## src/rtl/axis_sync_fifo_pkg.sv

```systemverilog
// Shared AXIS defaults and pointer-width helper for the synchronous AXIS FIFO.
package axis_pkg;

  localparam int unsigned AXIS_DATA_W = 32;
  localparam int unsigned AXIS_USER_W = 1;
  localparam int unsigned AXIS_ID_W   = 1;
  localparam int unsigned AXIS_DEST_W = 1;

  // One extra MSB beyond the address bits distinguishes full from empty.
  function automatic int unsigned axis_ptr_w(input int unsigned depth);
    return $clog2(depth) + 1;
  endfunction

endpackage

```

## src/rtl/axis_sync_fifo_if.sv

```systemverilog
// AXI-Stream bundle with master (source) and slave (sink) views.
interface axis_sync_fifo_if
  import axis_pkg::*;
#(
  parameter int unsigned DATA_WIDTH = AXIS_DATA_W,
  parameter int unsigned KEEP_WIDTH = DATA_WIDTH / 8,
  parameter int unsigned USER_WIDTH = AXIS_USER_W,
  parameter int unsigned ID_WIDTH   = AXIS_ID_W,
  parameter int unsigned DEST_WIDTH = AXIS_DEST_W
);

  logic [DATA_WIDTH-1:0] tdata;
  logic [KEEP_WIDTH-1:0] tkeep;
  logic                  tlast;
  logic [USER_WIDTH-1:0] tuser;
  logic [ID_WIDTH-1:0]   tid;
  logic [DEST_WIDTH-1:0] tdest;
  logic                  tvalid;
  logic                  tready;

  modport master (
    output tdata, tkeep, tlast, tuser, tid, tdest, tvalid,
    input  tready
  );

  modport slave (
    input  tdata, tkeep, tlast, tuser, tid, tdest, tvalid,
    output tready
  );

endinterface

```

## src/rtl/axis_sync_fifo_mem.sv

```systemverilog
// Register array: one synchronous write port, one asynchronous read port.
module axis_fifo_mem #(
  parameter int unsigned WIDTH = 8,
  parameter int unsigned DEPTH = 16
) (
  input  logic                     clk,
  input  logic                     we,
  input  logic [$clog2(DEPTH)-1:0] waddr,
  input  logic [WIDTH-1:0]         wdata,
  input  logic [$clog2(DEPTH)-1:0] raddr,
  output logic [WIDTH-1:0]         rdata
);

  logic [WIDTH-1:0] mem [DEPTH];

  always_ff @(posedge clk) begin
    if (we) mem[waddr] <= wdata;
  end

  assign rdata = mem[raddr];

endmodule

```

## src/rtl/axis_sync_fifo.sv

```systemverilog
// Single-clock first-word-fall-through AXI-Stream FIFO.
// Define AXIS_SYNC_FIFO_FRAME_EN for store-and-forward (whole-frame) release.
module axis_sync_fifo
  import axis_pkg::*;
#(
  parameter int unsigned DATA_WIDTH = AXIS_DATA_W,
  parameter int unsigned KEEP_WIDTH = DATA_WIDTH / 8,
  parameter int unsigned USER_WIDTH = AXIS_USER_W,
  parameter int unsigned ID_WIDTH   = AXIS_ID_W,
  parameter int unsigned DEST_WIDTH = AXIS_DEST_W,
  parameter int unsigned DEPTH      = 16
) (
  input  logic                           clk,
  input  logic                           rst,
  axis_sync_fifo_if.slave                s_axis,
  axis_sync_fifo_if.master               m_axis,
  output logic [axis_ptr_w(DEPTH)-1:0]   count,
  output logic                           overflow
);

  localparam int unsigned PW = axis_ptr_w(DEPTH);
  localparam int unsigned AW = PW - 1;

  typedef struct packed {
    logic [DATA_WIDTH-1:0] tdata;
    logic [KEEP_WIDTH-1:0] tkeep;
    logic                  tlast;
    logic [USER_WIDTH-1:0] tuser;
    logic [ID_WIDTH-1:0]   tid;
    logic [DEST_WIDTH-1:0] tdest;
  } beat_t;

  logic [PW-1:0] wr_ptr;
  logic [PW-1:0] rd_ptr;
  logic          full;
  logic          empty;
  logic          wr_en;
  logic          rd_en;
  beat_t         wbeat;
  beat_t         rbeat;

  assign empty = (wr_ptr == rd_ptr);
  assign full  = (wr_ptr[PW-1] != rd_ptr[PW-1]) && (wr_ptr[AW-1:0] == rd_ptr[AW-1:0]);
  assign count = wr_ptr - rd_ptr;

  // tready depends on registered pointers and reset only, never on m_axis.tready.
  assign s_axis.tready = rst && !full;

  assign wr_en = s_axis.tvalid && s_axis.tready;
  assign rd_en = m_axis.tvalid && m_axis.tready;

  always_comb begin
    wbeat       = '0;
    wbeat.tdata = s_axis.tdata;
    wbeat.tkeep = s_axis.tkeep;
    wbeat.tlast = s_axis.tlast;
    wbeat.tuser = s_axis.tuser;
    wbeat.tid   = s_axis.tid;
    wbeat.tdest = s_axis.tdest;
  end

  axis_fifo_mem #(
    .WIDTH ($bits(beat_t)),
    .DEPTH (DEPTH)
  ) u_mem (
    .clk   (clk),
    .we    (wr_en),
    .waddr (wr_ptr[AW-1:0]),
    .wdata (wbeat),
    .raddr (rd_ptr[AW-1:0]),
    .rdata (rbeat)
  );

  assign m_axis.tdata = rbeat.tdata;
  assign m_axis.tkeep = rbeat.tkeep;
  assign m_axis.tlast = rbeat.tlast;
  assign m_axis.tuser = rbeat.tuser;
  assign m_axis.tid   = rbeat.tid;
  assign m_axis.tdest = rbeat.tdest;

`ifdef AXIS_SYNC_FIFO_FRAME_EN
  logic [PW-1:0] frames;

  // Release only complete frames; the full term lets over-long frames cut through.
  assign m_axis.tvalid = !empty && ((frames != '0) || full);

  always_ff @(posedge clk or negedge rst) begin
    if (!rst) begin
      frames <= '0;
    end else begin
      unique case ({wr_en && s_axis.tlast, rd_en && m_axis.tlast})
        2'b10:   frames <= frames + PW'(1);
        2'b01:   frames <= frames - PW'(1);
        default: frames <= frames;
      endcase
    end
  end
`else
  assign m_axis.tvalid = !empty;
`endif

  always_ff @(posedge clk or negedge rst) begin
    if (!rst) begin
      wr_ptr   <= '0;
      rd_ptr   <= '0;
      overflow <= 1'b0;
    end else begin
      if (wr_en)                 wr_ptr   <= wr_ptr + PW'(1);
      if (rd_en)                 rd_ptr   <= rd_ptr + PW'(1);
      if (s_axis.tvalid && full) overflow <= 1'b1;
    end
  end

endmodule

```

## src/flat_wrapper.sv

```systemverilog
// flat-port wrapper written by rule: the top's interface ports become plain ports
module axis_sync_fifo_flat import axis_pkg::*;
#(
  parameter int unsigned DATA_WIDTH = AXIS_DATA_W,
  parameter int unsigned KEEP_WIDTH = DATA_WIDTH / 8,
  parameter int unsigned USER_WIDTH = AXIS_USER_W,
  parameter int unsigned ID_WIDTH   = AXIS_ID_W,
  parameter int unsigned DEST_WIDTH = AXIS_DEST_W,
  parameter int unsigned DEPTH      = 16
)
  (clk, rst, count, overflow, s_axis_tdata, s_axis_tkeep, s_axis_tlast, s_axis_tuser, s_axis_tid, s_axis_tdest, s_axis_tvalid, s_axis_tready, m_axis_tdata, m_axis_tkeep, m_axis_tlast, m_axis_tuser, m_axis_tid, m_axis_tdest, m_axis_tvalid, m_axis_tready);
  axis_sync_fifo_if #(.DATA_WIDTH(DATA_WIDTH), .KEEP_WIDTH(KEEP_WIDTH), .USER_WIDTH(USER_WIDTH), .ID_WIDTH(ID_WIDTH), .DEST_WIDTH(DEST_WIDTH)) s_axis_i ();
  axis_sync_fifo_if #(.DATA_WIDTH(DATA_WIDTH), .KEEP_WIDTH(KEEP_WIDTH), .USER_WIDTH(USER_WIDTH), .ID_WIDTH(ID_WIDTH), .DEST_WIDTH(DEST_WIDTH)) m_axis_i ();
  input  logic clk;
  input  logic rst;
  output logic [axis_ptr_w(DEPTH)-1:0] count;
  output logic overflow;
  input wire logic [$bits(s_axis_i.tdata)-1:0] s_axis_tdata;
  input wire logic [$bits(s_axis_i.tkeep)-1:0] s_axis_tkeep;
  input wire logic [$bits(s_axis_i.tlast)-1:0] s_axis_tlast;
  input wire logic [$bits(s_axis_i.tuser)-1:0] s_axis_tuser;
  input wire logic [$bits(s_axis_i.tid)-1:0] s_axis_tid;
  input wire logic [$bits(s_axis_i.tdest)-1:0] s_axis_tdest;
  input wire logic [$bits(s_axis_i.tvalid)-1:0] s_axis_tvalid;
  output wire logic [$bits(s_axis_i.tready)-1:0] s_axis_tready;
  output wire logic [$bits(m_axis_i.tdata)-1:0] m_axis_tdata;
  output wire logic [$bits(m_axis_i.tkeep)-1:0] m_axis_tkeep;
  output wire logic [$bits(m_axis_i.tlast)-1:0] m_axis_tlast;
  output wire logic [$bits(m_axis_i.tuser)-1:0] m_axis_tuser;
  output wire logic [$bits(m_axis_i.tid)-1:0] m_axis_tid;
  output wire logic [$bits(m_axis_i.tdest)-1:0] m_axis_tdest;
  output wire logic [$bits(m_axis_i.tvalid)-1:0] m_axis_tvalid;
  input wire logic [$bits(m_axis_i.tready)-1:0] m_axis_tready;
  assign s_axis_i.tdata = s_axis_tdata;
  assign s_axis_i.tkeep = s_axis_tkeep;
  assign s_axis_i.tlast = s_axis_tlast;
  assign s_axis_i.tuser = s_axis_tuser;
  assign s_axis_i.tid = s_axis_tid;
  assign s_axis_i.tdest = s_axis_tdest;
  assign s_axis_i.tvalid = s_axis_tvalid;
  assign s_axis_tready = s_axis_i.tready;
  assign m_axis_tdata = m_axis_i.tdata;
  assign m_axis_tkeep = m_axis_i.tkeep;
  assign m_axis_tlast = m_axis_i.tlast;
  assign m_axis_tuser = m_axis_i.tuser;
  assign m_axis_tid = m_axis_i.tid;
  assign m_axis_tdest = m_axis_i.tdest;
  assign m_axis_tvalid = m_axis_i.tvalid;
  assign m_axis_i.tready = m_axis_tready;
  axis_sync_fifo #(.DATA_WIDTH(DATA_WIDTH), .KEEP_WIDTH(KEEP_WIDTH), .USER_WIDTH(USER_WIDTH), .ID_WIDTH(ID_WIDTH), .DEST_WIDTH(DEST_WIDTH), .DEPTH(DEPTH)) u_core (.clk(clk), .rst(rst), .s_axis(s_axis_i), .m_axis(m_axis_i), .count(count), .overflow(overflow));
endmodule
```

## config.mk

```make
export PLATFORM = sky130hd
export DESIGN_NAME = axis_sync_fifo_flat
export DESIGN_NICKNAME = d
export VERILOG_FILES = /design/src/rtl/axis_sync_fifo_pkg.sv /design/src/rtl/axis_sync_fifo_if.sv /design/src/rtl/axis_sync_fifo_mem.sv /design/src/rtl/axis_sync_fifo.sv /design/src/flat_wrapper.sv
export SDC_FILE = /design/constraint.sdc
export NUM_CORES = 1
export LEC_CHECK = 0
export ABC_AREA = 0
export BUFFER_PORTS_ARGS = -buffer_cell sky130_fd_sc_hd__buf_2
export CAP_MARGIN = 30
export CORE_MARGIN = 4
export CORE_UTILIZATION = 65
export DETAILED_ROUTE_END_ITERATION = 12
export GPL_ROUTABILITY_DRIVEN = 0
export HOLD_SLACK_MARGIN = 0.06
export PLACE_DENSITY = 0.89
export SLEW_MARGIN = 20
export SYNTH_ARGS = -nofsm -noshare
export SYNTH_HDL_FRONTEND = slang
export SYNTH_HIERARCHICAL = 1
export SYNTH_SLANG_ARGS = --single-unit
```

## constraint.sdc

```tcl
create_clock -name clk -period 13.9 [get_ports clk]
set_input_delay 1.39 -clock clk [delete_from_list [all_inputs] [get_ports clk]]
set_output_delay 1.39 -clock clk [all_outputs]
set_load 0.05 [all_outputs]
```

==> results.md <==
* Run status: finished clean
* Post-DP HPWL at 28.79 mm
* Hold_buf cts at 0
* Post-Synthesis Cell Area at 25010 um^2
* Path length in cells of the critical path at 5
* Footprint of the flip-flops and latches at 19500 um^2
* Worst setup startpoint: u_core/rd_ptr[0]
* Reg2reg end: u_core/u_mem/mem[13][30]
* Placeable core region at 37840 um^2
* TritonCTS Buffers at 59
* Setup repair after global routing missed its margin: no
* Clock latency of the later-clocked register in the worst-skew pair at 620 ps
* Flip-flop cell with the highest count after synthesis: edfxtp_1
* Master of the slowest instance on the critical path: dfrtp_4
* Cell family contributing the most delay on the critical path: buffers and inverters
* Width of the chip at 204.2 um
* Leading cell types by total area after synthesis: edfxtp_1 (77%), mux4_2 (9.0%), mux4_1 (6.3%)
* Final layout net count at 1238
* Total number of vias at 12160
* Maximum VDD drop at 0.1993 mV
* Maximum number of pins on one net before global-route repair at 135
* CP Buf/Inv Count at 2
* Leading area contributor after synthesis: edfxtp_1
* Initial antenna violation count at 5
* Post-synth net total at 1113
* Largest clock skew in the final design at 15.60 ps
* Final-report max-slew violation count at 0
* Synthesized flop and latch total at 651
* Number of remaining DRC errors at 0
* Height of the die at 204.2 um
* Fin crit share at 37.03%
* Final setup viols at 0
* Residual antenna-violating net count after detailed routing at 0
* Hold violation count in the final report at 0
* Pwr per Cell Area at 214.1 nW/um^2
* WL final at 59.89 mm
* Final instance count without filler cells at 1749
* Drt first pass iters at 5
* Number of standard-cell rows in the floorplan at 71
* Share of cells above drive strength 1 at 26.96%
* Full die area at 41690 um^2
* GRT Overall Usage at 29.22%
* Period minus WS final at 5148 ps
* Number of placed instances, taps included at 1636
* First-pass GRT wire length at 87.05 mm
* Share of the synthesized area in the top cell type at 76.83%
* Initial core utilization at 66.10%
* Achievable Freq at 0.1943 GHz
* Initial drt markers at 1757
* CTS Sinks at 651
* Async S/R FF share, synth at 1.690%
* Top-level I/O count at 92
* Yosys warns at 6
* CTS tree: done
* Standby leakage power at 9.140 nW
* Cell chain of the critical path: buf_12 > mux4_2 > a22oi_1 > nand2_1 > buf_2
* Unique masters post-synth at 37
* Synth-to-layout area growth at 11.53%
* Synthesized instance count at 1062
* Data required time of the worst path at 12510 ps
* Worst-Margin Slew at 1015 ps
* Worst hold path type: reg2reg
* Synthesized area divided by synthesized cell count at 23.55 um^2
* Critical register-to-register path startpoint: u_core/rd_ptr[1]
* Worst R2R Setup Slack at 9800 ps
* Max transition margin at 32.32%
* Critical path's largest stage delay at 830 ps
* Buffer depth of the longest clock path at 3
* Worst-path clk slew at 60 ps
* Critical Path Sink Type: output pin
* Post-CTS Resized at 0
* Most used standard cell by instance count after synthesis: edfxtp_1
* Via density per instance at 6.955
* H-tree levels at 2
* Final-layout fill cell count at 2003
* Area of the multi-input gates at 5224 um^2
* End point of the critical path: m_axis_tdata[10]
* Critical path class: reg2out
* Crit path max fanout at 134
* Via count of the first global-routing pass at 12710
* Final routed wire length divided by cell count at 34.24 um
* Critical Path Start Type: flop
* Number of max-cap violations at 0
* Number of enable flip-flop cells after synthesis at 640
* Data arrival at the endpoint of the critical path at 3760 ps
* Most frequent cells after synthesis: edfxtp_1 (640), mux4_2 (100), a22oi_1 (80)
* Final-layout setup total negative slack at 0 ps
* Length in cells of the worst reg-to-reg path at 8
* Global route total overflow at 0
* Sequential area share after synthesis at 77.93%
* Count of input and output buffers at 91
* Worst hold path cell count at 1
* Post-CTS setup buffers at 0
* Clock Root Buffer: clkbuf_16
## worst reg2reg max path, stage by stage (launching register included)
cell,delay (ps)
dfrtp_4,810
inv_1,170
ha_1,350
and4_1,250
nand2_2,90
and3_4,250
nand3_1,350
nor2_4,860
buf_4,600
## worst min path at each step
stage / from / to / slack, ps
after CTS: u_core/overflow / u_core/overflow / 470
after global placement: u_core/overflow / u_core/overflow / 440
final: u_core/overflow / u_core/overflow / 460
after detailed placement: u_core/overflow / u_core/overflow / 450
after floorplan: u_core/wr_ptr[4] / u_core/wr_ptr[4] / 530
after global routing: u_core/overflow / u_core/overflow / 500
## metal layers
metal	vias up	track usage [%]	share of wire, %
li1	4837	-	-
met1	6232	39.10	33
met2	934	48.51	52
met3	157	5.728	10
met4	4	11.94	3.8
met5	-	0	0.057
## layout by cell type, fill, tap and decap left out, types with 3 or more instances in the layout
cell | Yosys | routed
xor2_1 | 4 | 4
buf_4 | 0 | 24
diode_2 | 0 | 3
nor3_2 | 0 | 4
inv_6 | 0 | 3
ha_1 | 6 | 6
nand2_1 | 42 | 42
nor2_1 | 17 | 4
inv_1 | 8 | 8
a22oi_1 | 80 | 80
dfrtp_1 | 11 | 9
buf_2 | 12 | 91
bufinv_16 | 0 | 4
nor2_4 | 0 | 13
clkinv_2 | 0 | 17
edfxtp_1 | 640 | 640
clkbuf_16 | 0 | 59
xnor2_1 | 8 | 8
nand4_1 | 4 | 4
clkbuf_1 | 27 | 5
mux4_2 | 100 | 100
mux4_1 | 60 | 60
clkinv_1 | 0 | 19
## cell families (layout without fill, tap and decap cells)
group	after synthesis	count (layout)	synth area share, %
xor+xnor	13	13	0.4852
buf+inv	61	234	1.721
compound gates	87	87	2.591
simple gates	81	81	1.481
flops	651	651	77.93
fa+ha+maj	7	7	0.3801
other cells	0	3	0
mux	162	162	15.41
## power breakdown
part | internal [mW] | switching (mW)
Combinational | 0.686 | 1.35
Sequential | 2.28 | 0.114
Clock | 0.848 | 0.699
## area by class of cell
| cell class | count | area share [%] |
|---|---|---|
| clock inverter | 45 | 1.139 |
| inverter | 8 | 0.1076 |
| clock buffer | 64 | 5.359 |
| timing repair buffer | 117 | 2.449 |
| antenna | 3 | 0.02691 |
| sequential | 651 | 69.90 |
| multi-input combinational | 350 | 18.72 |
| tap | 511 | 2.292 |
## sequential cells by signal, summed over array words and instances (netlist names)
register / cells
u_core/overflow: 1
u_core/u_mem/mem: 640
u_core/rd_ptr: 5
u_core/wr_ptr: 5
## per-stage QoR
stage | util, % | area (um^2) | worst slack (ps) | hold slack [ps] | total power, mW
after global placement | 68.84 | 26050 | 9525 | 444.9 | 4.373
after CTS | 73.63 | 27860 | 8746 | 465.3 | 5.991
after floorplan | - | 25010 | 8576 | 527.1 | 3.955
final | 73.72 | 27900 | 8752 | 462.1 | 5.974
after detailed placement | 68.84 | 26050 | 9424 | 451.3 | 4.432
after global routing | 73.71 | 27900 | 8570 | 501.6 | 6.186
Note: power is estimated with default switching activity, not from simulation.
